File: src/rtl/bram_arbiter.sv
// Two-requester round-robin arbiter in front of one block RAM with a 2-cycle read path.
// One access is granted per cycle. Read data is steered back to the issuer by a 2-stage tag pipeline.
module bram_arbiter #(
    parameter int DATA_WIDTH = 32,
    parameter int ADDR_WIDTH = 10
) (
    input  logic                  clk,
    input  logic                  rst,
    input  logic                  req0,
    input  logic                  we0,
    input  logic [ADDR_WIDTH-1:0] addr0,
    input  logic [DATA_WIDTH-1:0] wdata0,
    output logic                  ack0,
    output logic [DATA_WIDTH-1:0] rdata0,
    output logic                  rvalid0,
    input  logic                  req1,
    input  logic                  we1,
    input  logic [ADDR_WIDTH-1:0] addr1,
    input  logic [DATA_WIDTH-1:0] wdata1,
    output logic                  ack1,
    output logic [DATA_WIDTH-1:0] rdata1,
    output logic                  rvalid1,
    output logic                  ram_en,
    output logic                  ram_we,
    output logic [ADDR_WIDTH-1:0] ram_waddr,
    output logic [ADDR_WIDTH-1:0] ram_raddr,
    output logic [DATA_WIDTH-1:0] ram_din,
    input  logic [DATA_WIDTH-1:0] ram_dout
);

    logic                  last_grant_q, last_grant_d;
    logic                  tag0_vld_q, tag0_vld_d;
    logic                  tag0_id_q, tag0_id_d;
    logic                  tag1_vld_q, tag1_vld_d;
    logic                  tag1_id_q, tag1_id_d;
    logic [ADDR_WIDTH-1:0] addr_hold_q, addr_hold_d;
    logic [DATA_WIDTH-1:0] din_hold_q, din_hold_d;
    logic [DATA_WIDTH-1:0] rdata0_q, rdata0_d;
    logic [DATA_WIDTH-1:0] rdata1_q, rdata1_d;

    logic                  gnt_valid;
    logic                  gnt_id;
    logic                  win_we;
    logic [ADDR_WIDTH-1:0] win_addr;
    logic [DATA_WIDTH-1:0] win_wdata;
    logic                  rv0, rv1;

    // Under contention the requester that did not win last time is served.
    always_comb begin
        gnt_valid = (req0 | req1) & ~rst;
        gnt_id    = (req0 & req1) ? ~last_grant_q : req1;
        win_we    = gnt_id ? we1 : we0;
        win_addr  = gnt_id ? addr1 : addr0;
        win_wdata = gnt_id ? wdata1 : wdata0;
    end

    always_comb begin
        last_grant_d = gnt_valid ? gnt_id : last_grant_q;
        addr_hold_d  = gnt_valid ? win_addr : addr_hold_q;
        din_hold_d   = gnt_valid ? win_wdata : din_hold_q;
        tag0_vld_d   = gnt_valid & ~win_we;
        tag0_id_d    = gnt_id;
        tag1_vld_d   = tag0_vld_q;
        tag1_id_d    = tag0_id_q;
    end

    // Stage 1 lines up with the cycle in which ram_dout carries the read word.
    always_comb begin
        rv0      = tag1_vld_q & ~tag1_id_q & ~rst;
        rv1      = tag1_vld_q & tag1_id_q & ~rst;
        rdata0_d = rv0 ? ram_dout : rdata0_q;
        rdata1_d = rv1 ? ram_dout : rdata1_q;
    end

    always_ff @(posedge clk) begin
        if (rst) begin
            last_grant_q <= 1'b1;
            tag0_vld_q   <= 1'b0;
            tag0_id_q    <= 1'b0;
            tag1_vld_q   <= 1'b0;
            tag1_id_q    <= 1'b0;
            addr_hold_q  <= '0;
            din_hold_q   <= '0;
            rdata0_q     <= '0;
            rdata1_q     <= '0;
        end else begin
            last_grant_q <= last_grant_d;
            tag0_vld_q   <= tag0_vld_d;
            tag0_id_q    <= tag0_id_d;
            tag1_vld_q   <= tag1_vld_d;
            tag1_id_q    <= tag1_id_d;
            addr_hold_q  <= addr_hold_d;
            din_hold_q   <= din_hold_d;
            rdata0_q     <= rdata0_d;
            rdata1_q     <= rdata1_d;
        end
    end

    assign ack0      = gnt_valid & ~gnt_id;
    assign ack1      = gnt_valid & gnt_id;
    assign ram_en    = ~rst;
    assign ram_we    = gnt_valid & win_we;
    assign ram_waddr = rst ? '0 : addr_hold_d;
    assign ram_raddr = rst ? '0 : addr_hold_d;
    assign ram_din   = rst ? '0 : din_hold_d;
    assign rvalid0   = rv0;
    assign rvalid1   = rv1;
    assign rdata0    = rst ? '0 : rdata0_d;
    assign rdata1    = rst ? '0 : rdata1_d;

endmodule

File: config.mk
export PLATFORM = sky130hd
export DESIGN_NAME = bram_arbiter
export DESIGN_NICKNAME = d
export VERILOG_FILES = /design/src/rtl/bram_arbiter.sv
export SDC_FILE = /design/constraint.sdc
export NUM_CORES = 1
export LEC_CHECK = 0
export BUFFER_PORTS_ARGS = -buffer_cell sky130_fd_sc_hd__buf_2
export CORE_UTILIZATION = 43
export CTS_CLUSTER_SIZE = 28
export DETAILED_ROUTE_END_ITERATION = 7
export PLACE_DENSITY_LB_ADDON = 0.15
export SETUP_SLACK_MARGIN = 0.05
export SYNTH_ARGS = -nofsm -noshare
export SYNTH_HDL_FRONTEND = slang
export SYNTH_SLANG_ARGS = --single-unit
File: constraint.sdc
create_clock -name clk -period 3.2 [get_ports clk]
set_input_delay 0.32 -clock clk [delete_from_list [all_inputs] [get_ports clk]]
set_output_delay 0.32 -clock clk [all_outputs]
set_load 0.005 [all_outputs]
; ---- Word-level counts from Yosys, hierarchy flattened
; Index checks and enable logic that the tools add are counted.
[op_classes]
n_addsub = 0
mul = 0
n_div = 0
n_lt_le_gt_ge = 0
n_eq_ne = 0
n_shift = 0
mux = 12
bitwise_logic = 16
reduce_logical = 0
[op_table]
columns = op, count
row1 = $mux W32, 7
row2 = $mux W10, 3
row3 = $and A1 B1 Y1, 10
row4 = $not A1 Y1, 5
row5 = $mux W1, 2
row6 = $or A1 B1 Y1, 1
[totals]
regBits = 111
latch_bits = 0
mem_bits_rw = 0
mem_bits_ro = 0
in_bits = 122
out_inout_bits = 122
word_cells = 37
memories = 0

; ---- Depth between registers and ports, before layout
; Gate-level depths: netlist of run 1.
[depth]
word_depth = 5
mapped_depth = 7
mapped_depth_nobuf = 3

; ---- Worst setup path before layout of run 1
; No wires, ideal clock.
[synth_path]
path_kind = input-to-output
from = input req0
to = output ram_waddr[9]
arrival_time_ps = 1485
t_required_ps = 2880
setup_slack_ps = 1395
path_stages = 6
n_path_buf = 3
cell_sequence = buf_2 a21bo_1 buf_4 mux2i_1 a211oi_1 buf_4
[synth_between]
elab_chain_cells = 5
elab_cells_between_ends = 7
cone_classes = 4 x mux / 3 x bitwise
[synth_lines]
columns = element, line
row1 = from (decl), 9  ; input logic req0,
row2 = $and A1 B1 Y1, 51  ; gnt_id = (req0 & req1) ? ~last_grant_q : req1;
row3 = $mux W1, 51
row4 = $mux W10, 53  ; win_addr = gnt_id ? addr1 : addr0;
row5 = $mux W10 (*), 59  ; addr_hold_d = gnt_valid ? win_addr : addr_hold_q;
row6 = $mux W10 (*), --
row7 = to (decl), 25  ; output logic [ADDR_WIDTH-1:0] ram_waddr,
; Mark *: on every way between the ends. The rest lies on a longest branch, timed or not.

; ---- Final worst setup path of run 1
[layout_path]
from = register tag1_id_q
to = output rdata1[6]
[layout_between]
elab_chain_cells = 4
[layout_lines]
columns = element, line
row1 = from (decl), 35  ; logic tag1_id_q, tag1_id_d;
row2 = from (signal assigned), 91  ; tag1_id_q <= tag1_id_d;
row3 = $and A1 B1 Y1 (2 in a row), 70  ; rv1 = tag1_vld_q & tag1_id_q & ~rst;
row4 = $mux W32, 72  ; rdata1_d = rv1 ? ram_dout : rdata1_q;
row5 = $mux W32, --
row6 = to (decl), 21  ; output logic [DATA_WIDTH-1:0] rdata1,
; No other way between the ends.

==> results of run 1 <==
## layout make-up
class / count / area [um^2]
fill: 907 / 3790
timing repair buffer: 249 / 1260
inverter: 5 / 18.8
clock buffer: 9 / 124
sequential: 111 / 2220
tap: 129 / 161
clock inverter: 7 / 103
multi-input combinational: 308 / 1690
## metal layers
metal,share of wire [%],up-vias,track usage [%]
met5,0,-,0
met2,50,150,37.8
met1,42,1865,25.9
met3,6.9,6,6.03
li1,-,2005,-
met4,0.80,0,5.13
## critical path, stage by stage (launching register included)
cell     delay, ns
dfxtp_1       0.35
nand2_1       0.67
buf_4         0.30
nand2_1       0.06
a21oi_1       0.19
buf_2         0.15
## metrics by stage
| step | std cells | total power [mW] | setup slack (ns) |
|---|---|---|---|
| floorplan | 472 | 1.66 | 1.40 |
| global placement | 802 | 1.80 | 0.999 |
| detailed placement | 802 | 1.81 | 0.936 |
| CTS | 818 | 2.75 | 0.733 |
| global route | 818 | 2.84 | 0.641 |
| finish | 818 | 2.72 | 0.794 |
## final timing paths
| path | slack (ns) | to |
|---|---|---|
| setup / recovery | 0.79 | rdata1[6] |
| hold / removal | 0.20 | din_hold_q[24] |
| setup reg to reg | 1.51 | addr_hold_q[3] |
| hold reg to reg | 0.45 | tag1_id_q |
## cell usage after synthesis, drive strengths merged
cell type and count:
nor2b 3, or2 1, and3 2, nand2b 2, inv 5, nor2 11
and2 37, nor3 2, buf 24, a31oi 4, nand2 131, a211oi 2
dfxtp 111, o21ai 1, a21bo 1, a221o 36, mux2i 3, o221a 4
a21oi 68, clkbuf 24
## cell families (layout without fill, tap and decap cells)
logic type / count (synthesis) / count (layout) / share of synthesized area (%)
simple gates: 189 / 189 / 20.3
mux: 3 / 3 / 0.712
compound gates: 116 / 116 / 19.0
buf+inv: 53 / 270 / 7.27
flops: 111 / 111 / 52.7
## sequential cells by signal, summed over array words and instances (netlist names)
register	count
tag0_vld_q	1
last_grant_q	1
addr_hold_q	10
tag0_id_q	1
tag1_id_q	1
rdata1_q	32
rdata0_q	32
tag1_vld_q	1
din_hold_q	32
## power by group
part / total (mW) / internal [mW] / switching (mW)
clock network: 0.934 / 0.452 / 0.482
logic: 0.325 / 0.160 / 0.165
registers: 1.46 / 1.44 / 0.0157
total: 2.72 / 2.05 / 0.662
==> out/metrics.yaml, run 1 <==
outcome: "finished clean"
cts_sinks: 111
final_nets: 806
layout_common_cells: "buf_2 (243), nand2_1 (131), dfxtp_1 (111)"
globalplace.congestion: 0.738
rsz0062_at_grt: "false"
finalHoldViolations: 0
synth_top_area_share_pct: 52.7
cp_max_fo: 25
setup_viol_count_final: 0
yosys_register_bits: 111
worstPathArrival_ns: 2.09
yosysTopAreaCell: "dfxtp_1"
postSynthAreaPerCell_um2: 8.93
place_area_mm2: 0.00535
yosysWarningCount: 0
r2r_cells: 3
max_freq_mhz: 416
reg2reg_from: "last_grant_q"
cts_buffers: 9
ant_nets: 0
syn_inst: 472
clk_latency_ns: 0.36
cts-root-buf: "clkbuf_8"
synth_area_mm2: 0.00422
setup_tns_ns: 0
postLayoutCellArea_mm2: 0.00558
syn_nets: 594
fin_util_pct: 59.5
synth.distinct_cells: 27
p_per_area_mw_per_mm2: 487
grt_usage_pct: 21.5
crit_path_start: "tag1_id_q"
critPathCaptureType: "primary output"
place_hpwl_um: 8100
clockBufferDepth: 2
ctsResizeCount: 0
antenna_found_initial: 0
die_x_um: 101
vias_per_cell: 4.92
diodes: 0
grt_overflow: 0
tightest_slew_ns: 0.906
total_leakage_power_nw: 2.70
initialDrtViolationCount: 118
vias: 4026
first_global_vias: 3603
start_util_pct: 45.0
path_clk_slew_ns: 0.10
min_path_cells: 2
cts_tree: "built"
synth_area_leaders: "dfxtp_1 (53%), nand2_1 (12%), a221o_1 (8.5%)"
grt_pass1_wl_um: 17200
critPathRequiredTime_ns: 2.88
port_buffers: 243
drc_errors: 0
drive_above_1_share_pct: 39.9
finalCriticalPeriod_ns: 2.41
layout_commonest_cell: "buf_2"
worstHoldStart: "wdata1[24]"
yosysSeqAreaShare_pct: 52.7
skew_ns: 0.00621
post-cts-setup-buffers: 0
vdd_drop_max_v: 0.000264
core_mm2: 0.00937
fin_crit_sh_pct: 75.2
num_rows: 35
worst_slew_margin_rel_pct: 39.5
hold_buffers: 0
grt_max_degree: 45
htree_levels: 3
synthToLayoutAreaGrowth_pct: 32.3
start_kind: "register"
min_path_type: "in2reg"
whs_ns: 0.196
drt-total-wl_um: 11600
maxSlewViolCount: 0
dieHeight_um: 101
path_class: "reg2out"
avgRoutedWirePerCell_um: 14.1
cap_viol_max_count: 0
dr.pass1.iters: 4
dieArea_mm2: 0.0102
ioPinCount: 244
No activity file was read; power rests on OpenSTA's default activity.
==> run 2, diff against run 1 <==
ABC_AREA = 1   (was default)
clock period = 2.4 ns   (was 3.2 ns; I/O delays follow)
==> out/metrics.yaml, run 2 <==
outcome: "finished clean"  # unchanged
min_path_cells: 3  # was 2
r2r_slack_ns: 0.96  # was 1.51 ns
grt_usage_pct: 22.6  # was 21.5%
core_mm2: 0.0102  # was 0.00937 mm^2
grt_pass1_wl_um: 20000  # was 17,200 um
min_path_type: "in2reg"  # unchanged
layout_common_cells: "buf_2 (243), nand2_1 (168), dfxtp_1 (111)"  # was buf_2 (243), nand2_1 (131), dfxtp_1 (111)
post-cts-setup-buffers: 0  # unchanged
drive_above_1_share_pct: 33.2  # was 39.9%
cts_buffers: 9  # unchanged
avgRoutedWirePerCell_um: 12.9  # was 14.1 um
largestRegisters: "din_hold_q (32), rdata0_q (32), rdata1_q (32)"  # unchanged
diodes: 0  # unchanged
hold_end: "rdata1_q[5]"  # was din_hold_q[24]
yosysTopAreaCell: "dfxtp_1"  # unchanged
dieHeight_um: 104  # was 101 um
synth_area_mm2: 0.00451  # was 0.00422 mm^2
dr.pass1.iters: 4  # unchanged
first_global_vias: 4406  # was 3,603
fin_crit_sh_pct: 88.1
dieArea_mm2: 0.0109  # was 0.0102 mm^2
synthTopCellsByCount: "nand2_1 (168), dfxtp_1 (111), a21oi_1 (90)"  # was nand2_1 (131), dfxtp_1 (111), a21oi_1 (68)
vdd_drop_max_v: 0.000340  # was 0.000264 V
layout_commonest_cell: "buf_2"  # unchanged
synth_top_family_by_area: "simple AND/OR/NAND/NOR gates"  # unchanged
pre_cts_slack_ns: 0.386  # was 0.936 ns
clockBufferDepth: 2  # unchanged
postLayoutCellArea_mm2: 0.00588  # was 0.00558 mm^2
vias_per_cell: 4.79  # was 4.92
skew_ns: 0.0145  # was 0.00621 ns
total_leakage_power_nw: 3.12  # was 2.70 nW
seq_area_mm2: 0.00222  # unchanged
ant_nets: 0  # unchanged
worstHoldStart: "ram_dout[5]"  # was wdata1[24]
cts_tree: "built"  # unchanged
fin_ws_ns: 0.286  # was 0.794 ns
max_freq_mhz: 473
synth_top_area_share_pct: 49.2  # was 52.7%
critPathCaptureType: "primary output"  # unchanged
antenna_found_initial: 1  # was 0
synthMuxAreaShare_pct: 0  # was 0.712%
synth_flop_cell: "dfxtp_1"  # unchanged
yosysWarningCount: 0  # unchanged
place_inst: 945  # was 802
worstPathArrival_ns: 1.87  # was 2.09 ns
maxSlewViolCount: 0  # unchanged
drt-total-wl_um: 12400  # was 11,600 um
vias: 4605  # was 4,026
setup_tns_ns: 0  # unchanged
finalHoldViolations: 0  # unchanged
r2r-end: "din_hold_q[10]"  # was addr_hold_q[3]
die_x_um: 104  # was 101 um
cts_sinks: 111  # unchanged
num_rows: 37  # was 35
worstPathCellList: "nand2_8, buf_4, nand3b_1, nand3_1, a21oi_1, buf_2"  # was nand2_1, buf_4, nand2_1, a21oi_1, buf_2
ioPinCount: 244  # unchanged
postSynthAreaPerCell_um2: 7.35  # was 8.93 um^2
grt_overflow: 0  # unchanged
yosys.area_share.xor_xnor_pct: 0  # unchanged
yosys_register_bits: 111  # unchanged
r2r_cells: 6  # was 3
synth_area_leaders: "dfxtp_1 (49%), nand2_1 (14%), a21oi_1 (10%)"  # was dfxtp_1 (53%), nand2_1 (12%), a221o_1 (8.5%)
start_kind: "register"  # unchanged
setup_viol_count_final: 0  # unchanged
place_area_mm2: 0.00567  # was 0.00535 mm^2
critPathBufInv: 2  # unchanged
synth.distinct_cells: 19  # was 27
fin_cells: 961  # was 818
finalCriticalPeriod_ns: 2.11
final_nets: 943  # was 806
crit_slowest_cell: "dfxtp_1"  # was nand2_1
path_clk_slew_ns: 0.11  # was 0.10 ns
tightest_slew_ns: 0.446  # was 0.906 ns
slowest_delay_ns: 0.45  # was 0.67 ns
cts-root-buf: "clkbuf_8"  # unchanged
hold_buffers: 0  # unchanged
crit_family: "flip-flops"  # was simple AND/OR/NAND/NOR gates
grt_max_degree: 66  # was 45
initialDrtViolationCount: 232  # was 118
multi_input_area_mm2: 0.00188  # was 0.00169 mm^2
start_util_pct: 44.1  # was 45.0%
yosysMostFrequentCell: "nand2_1"  # unchanged
synthAdderAreaFrac_pct: 0  # unchanged
yosysSeqAreaShare_pct: 49.2  # was 52.7%
worst_slew_margin_rel_pct: 70.2  # was 39.5%
synth_compound_gate_area_share_pct: 17.2  # was 19.0%
synthSimpleGateAreaFrac_pct: 23.9  # was 20.3%
syn_inst: 614  # was 472
port_buffers: 243  # unchanged
path_class: "reg2out"  # unchanged
p_per_area_mw_per_mm2: 612  # was 487 mW/mm^2
async_reset_ff_share_pct: 0  # unchanged
clk_latency_ns: 0.37  # was 0.36 ns
globalplace.congestion: 0.850  # was 0.738
place_hpwl_um: 8570  # was 8100 um
rsz0062_at_grt: "false"  # unchanged
cp_max_fo: 29  # was 25
syn_nets: 736  # was 594
drc_errors: 0  # unchanged
crit_cells: 6  # was 5
synth-edff-count: 0  # unchanged
cap_viol_max_count: 0  # unchanged
critPathRequiredTime_ns: 2.16  # was 2.88 ns
fillerInstances: 1023  # was 907
reg2reg_from: "last_grant_q"  # unchanged
synthToLayoutAreaGrowth_pct: 30.3  # was 32.3%
htree_levels: 3  # unchanged
## run 2: changes by cell type after synthesis, sizes merged, moves of 4 or more
cell | before | now
a21oi | 68 | 90
a221o | 36 | 0
a31oi | 4 | 0
and2 | 37 | 0
buf | 24 | 48
clkbuf | 24 | 7
inv | 5 | 32
nand2 | 131 | 170
nand3 | 0 | 43
nor2 | 11 | 46
o21ai | 1 | 65
o221a | 4 | 0
## run 2: repair_timing
item	4_1_cts	5_1_grt
cloned	0	1
gates resized for setup	1	2
setup endpoints to repair	2	10
pin swaps	0	1
## run 2: layout make-up
cell class	count	share of cell area (%)
tap	136	2.89
inverter	32	2.17
timing repair buffer	250	22.0
clock inverter	4	0.936
multi-input combinational	417	32.0
clock buffer	11	2.23
sequential	111	37.8
## run 2: worst max path at each step
stage               slack (ns)      endpoint    startpoint
floorplan                 0.98  ram_waddr[4]           rst
global placement          0.50  ram_raddr[9]          req1
detailed placement        0.39  ram_raddr[9]          req1
CTS                       0.20  ram_raddr[8]  last_grant_q
global route              0.07    rdata1[26]     tag1_id_q
finish                    0.29  ram_raddr[9]  last_grant_q
## run 2: through the flow
| step | hold slack, ns | total power, mW | util, % |
|---|---|---|---|
| after global placement | 0.392 | 2.53 | 55.4 |
| after floorplan | 0.388 | 2.30 | - |
| after global routing | 0.115 | 3.79 | 57.5 |
| final | 0.133 | 3.60 | 57.5 |
| after CTS | 0.105 | 3.65 | 57.3 |
| after detailed placement | 0.397 | 2.53 | 55.4 |
## run 2: per-layer routing
metal	GRT usage (%)	share of wire (%)
met5	0	0.10
met4	7.86	1.8
met3	6.83	7.2
met2	39.3	49
met1	26.1	42
## run 2: cells by family (layout without fill, tap and decap cells)
group | Yosys count | in the layout
AOI/OAI and AO/OA | 155 | 155
buffers and inverters | 87 | 297
DFF | 111 | 111
and+or+nand+nor | 261 | 262
## run 2: worst register-to-register path: cells and delay by family, from the launching register on
kind | cells | cell delay [ns]
and+or+nand+nor | 5 | 0.72
DFF | 1 | 0.45
AOI/OAI and AO/OA | 1 | 0.18
## run 2: power breakdown
part,switching (mW),internal (mW),leakage (nW),total (mW)
Clock,0.619,0.487,0.0904,1.11
Sequential,0.0208,1.92,0.905,1.94
Combinational,0.322,0.231,2.13,0.553
Total,0.962,2.64,3.12,3.60
==> run 3, diff against run 2 <==
ABC_AREA = default   (was 1)
==> out/metrics.yaml, run 3 (synthesis results as in run 1) <==
clk_latency_ns: 0.35  # was 0.37 ns
grt_overflow: 0  # unchanged
dr.pass1.iters: 4  # unchanged
cp_max_fo: 37  # was 29
intPower_mw: 2.51  # was 2.64 mW
rsz0062_at_grt: "false"  # unchanged
grt_pass1_wl_um: 17200  # was 20,000 um
vdd_drop_max_v: 0.000360  # was 0.000340 V
seq_area_mm2: 0.00222  # unchanged
dieArea_mm2: 0.0102  # was 0.0109 mm^2
fillerInstances: 920  # was 1,023
setup_tns_ns: 0  # unchanged
pwr-share-comb_pct: 13.1  # was 15.4%
htree_levels: 3  # unchanged
multi_input_area_mm2: 0.00170  # was 0.00188 mm^2
initialDrtViolationCount: 170  # was 232
max_freq_mhz: 464  # was 473 MHz
cts_tree: "built"  # unchanged
layout_commonest_cell: "buf_2"  # unchanged
drt-total-wl_um: 11600  # was 12,400 um
slowest_delay_ns: 0.42  # was 0.45 ns
cts_buffers: 9  # unchanged
core_mm2: 0.00937  # was 0.0102 mm^2
vias: 4096  # was 4,605
first_global_vias: 3659  # was 4,406
setup_viol_count_final: 0  # unchanged
dieHeight_um: 101  # was 104 um
cap_viol_max_count: 0  # unchanged
die_x_um: 101  # was 104 um
critPathBufInv: 1  # was 2
path_class: "reg2out"  # unchanged
hold_buffers: 0  # unchanged
use_met3_pct: 5.55  # was 6.83%
place_hpwl_um: 8200  # was 8570 um
globalplace.congestion: 0.763  # was 0.850
ioPinCount: 244  # unchanged
worstPathArrival_ns: 1.92  # was 1.87 ns
crit_family: "compound AO/OA/AOI/OAI gates"  # was flip-flops
worst_slew_margin_rel_pct: 34.3  # was 70.2%
largestRegisters: "din_hold_q (32), rdata0_q (32), rdata1_q (32)"  # unchanged
synthToLayoutAreaGrowth_pct: 30.9  # was 30.3%
worstPathCellList: "a21bo_4, nor2_8, a221o_1, buf_2"  # was nand2_8, buf_4, nand3b_1, nand3_1, a21oi_1, buf_2
maxSlewViolCount: 0  # unchanged
avgRoutedWirePerCell_um: 14.2  # was 12.9 um
outcome: "finished clean"  # unchanged
critPathRequiredTime_ns: 2.16  # about the same
busiest_layer: "met2"  # unchanged
drc_errors: 0  # unchanged
p_per_area_mw_per_mm2: 603  # was 612 mW/mm^2
finalCriticalPeriod_ns: 2.16  # was 2.11 ns
clockBufferDepth: 2  # unchanged
antenna_found_initial: 0  # was 1
met2_usage_pct: 36.9  # was 39.3%
place_inst: 803  # was 945
power_frac_clock_pct: 28.6  # was 30.7%
min_path_type: "in2reg"  # unchanged
start_util_pct: 45.0  # was 44.1%
sw_frac_of_total_pct: 24.7  # was 26.7%
layout_common_cells: "buf_2 (243), nand2_1 (131), dfxtp_1 (111)"  # was buf_2 (243), nand2_1 (168), dfxtp_1 (111)
vias_per_cell: 5.01  # was 4.79
port_buffers: 243  # unchanged
num_rows: 35  # was 37
p_sw_mw: 0.824  # was 0.962 mW
cts-root-buf: "clkbuf_8"  # unchanged
tightest_slew_ns: 0.982  # was 0.446 ns
start_kind: "register"  # unchanged
crit_slowest_cell: "nor2_8"  # was dfxtp_1
drive_above_1_share_pct: 39.7  # was 33.2%
diodes: 0  # unchanged
grt_usage_pct: 21.2  # was 22.6%
path_clk_slew_ns: 0.10  # was 0.11 ns
seqPwrFrac_pct: 58.3  # was 53.9%
cts_sinks: 111  # unchanged
grt.met1_usage_pct: 26.2  # was 26.1%
critPathCaptureType: "primary output"  # unchanged
fin_cells: 817  # was 961
finalHoldViolations: 0  # unchanged
ant_nets: 0  # unchanged
total_leakage_power_nw: 2.65  # was 3.12 nW
final_nets: 807  # was 943
skew_ns: 0.00973  # was 0.0145 ns
fin_crit_sh_pct: 89.8  # was 88.1%
grt_max_degree: 58  # was 66
==> run 3: routing by layer <==
| metal | routed length, um | share of wire, % |
|---|---|---|
| met4 | 104 | 0.90 |
| met1 | 4840 | 42 |
| met3 | 783 | 6.8 |
| met2 | 5840 | 50 |
| met5 | 0 | 0 |
==> run 3: final cells by class <==
class,count,share of cell area (%)
Sequential cell,111,40.2
Multi-Input combinational cell,308,30.7
Timing Repair Buffer,250,23.0
Tap cell,129,2.92
Clock buffer,11,2.38
Clock inverter,3,0.408
Inverter,5,0.340
==> run 3: worst paths after layout <==
kind,cells past startpoint,slack (ns),from,end
worst min register to register,1,0.45,tag0_id_q,tag1_id_q
worst min-delay path,2,0.13,wdata1[11],din_hold_q[11]
worst max register to register,3,0.89,last_grant_q,addr_hold_q[2]
worst max-delay path,4,0.24,last_grant_q,ram_raddr[2]
==> run 3: repair_timing <==
action	CTS	global route
buffers inserted	0	0
gates resized for setup	0	2
setup endpoints to repair	0	39
==> run 3: power by group through the flow <==
| stage | Clock [mW] | Combinational (mW) | Sequential, mW |
|---|---|---|---|
| after floorplan | 0 | 0.241 | 1.98 |
| after global placement | 0 | 0.425 | 1.98 |
| after detailed placement | 0 | 0.434 | 1.98 |
| after CTS | 0.992 | 0.437 | 1.94 |
| after global routing | 1.05 | 0.481 | 1.95 |
| final | 0.952 | 0.435 | 1.94 |
==> run 3: per-stage QoR <==
stage | utilization (%) | cell area (um^2) | setup slack, ns | hold WS (ns) | power [mW]
floorplan | - | 4220 | 0.734 | 0.414 | 2.22
global placement | 57.2 | 5360 | 0.361 | 0.426 | 2.41
detailed placement | 57.2 | 5360 | 0.335 | 0.427 | 2.42
CTS | 58.9 | 5520 | 0.0916 | 0.110 | 3.37
global route | 58.9 | 5520 | 0.124 | 0.111 | 3.48
finish | 58.9 | 5520 | 0.244 | 0.127 | 3.33
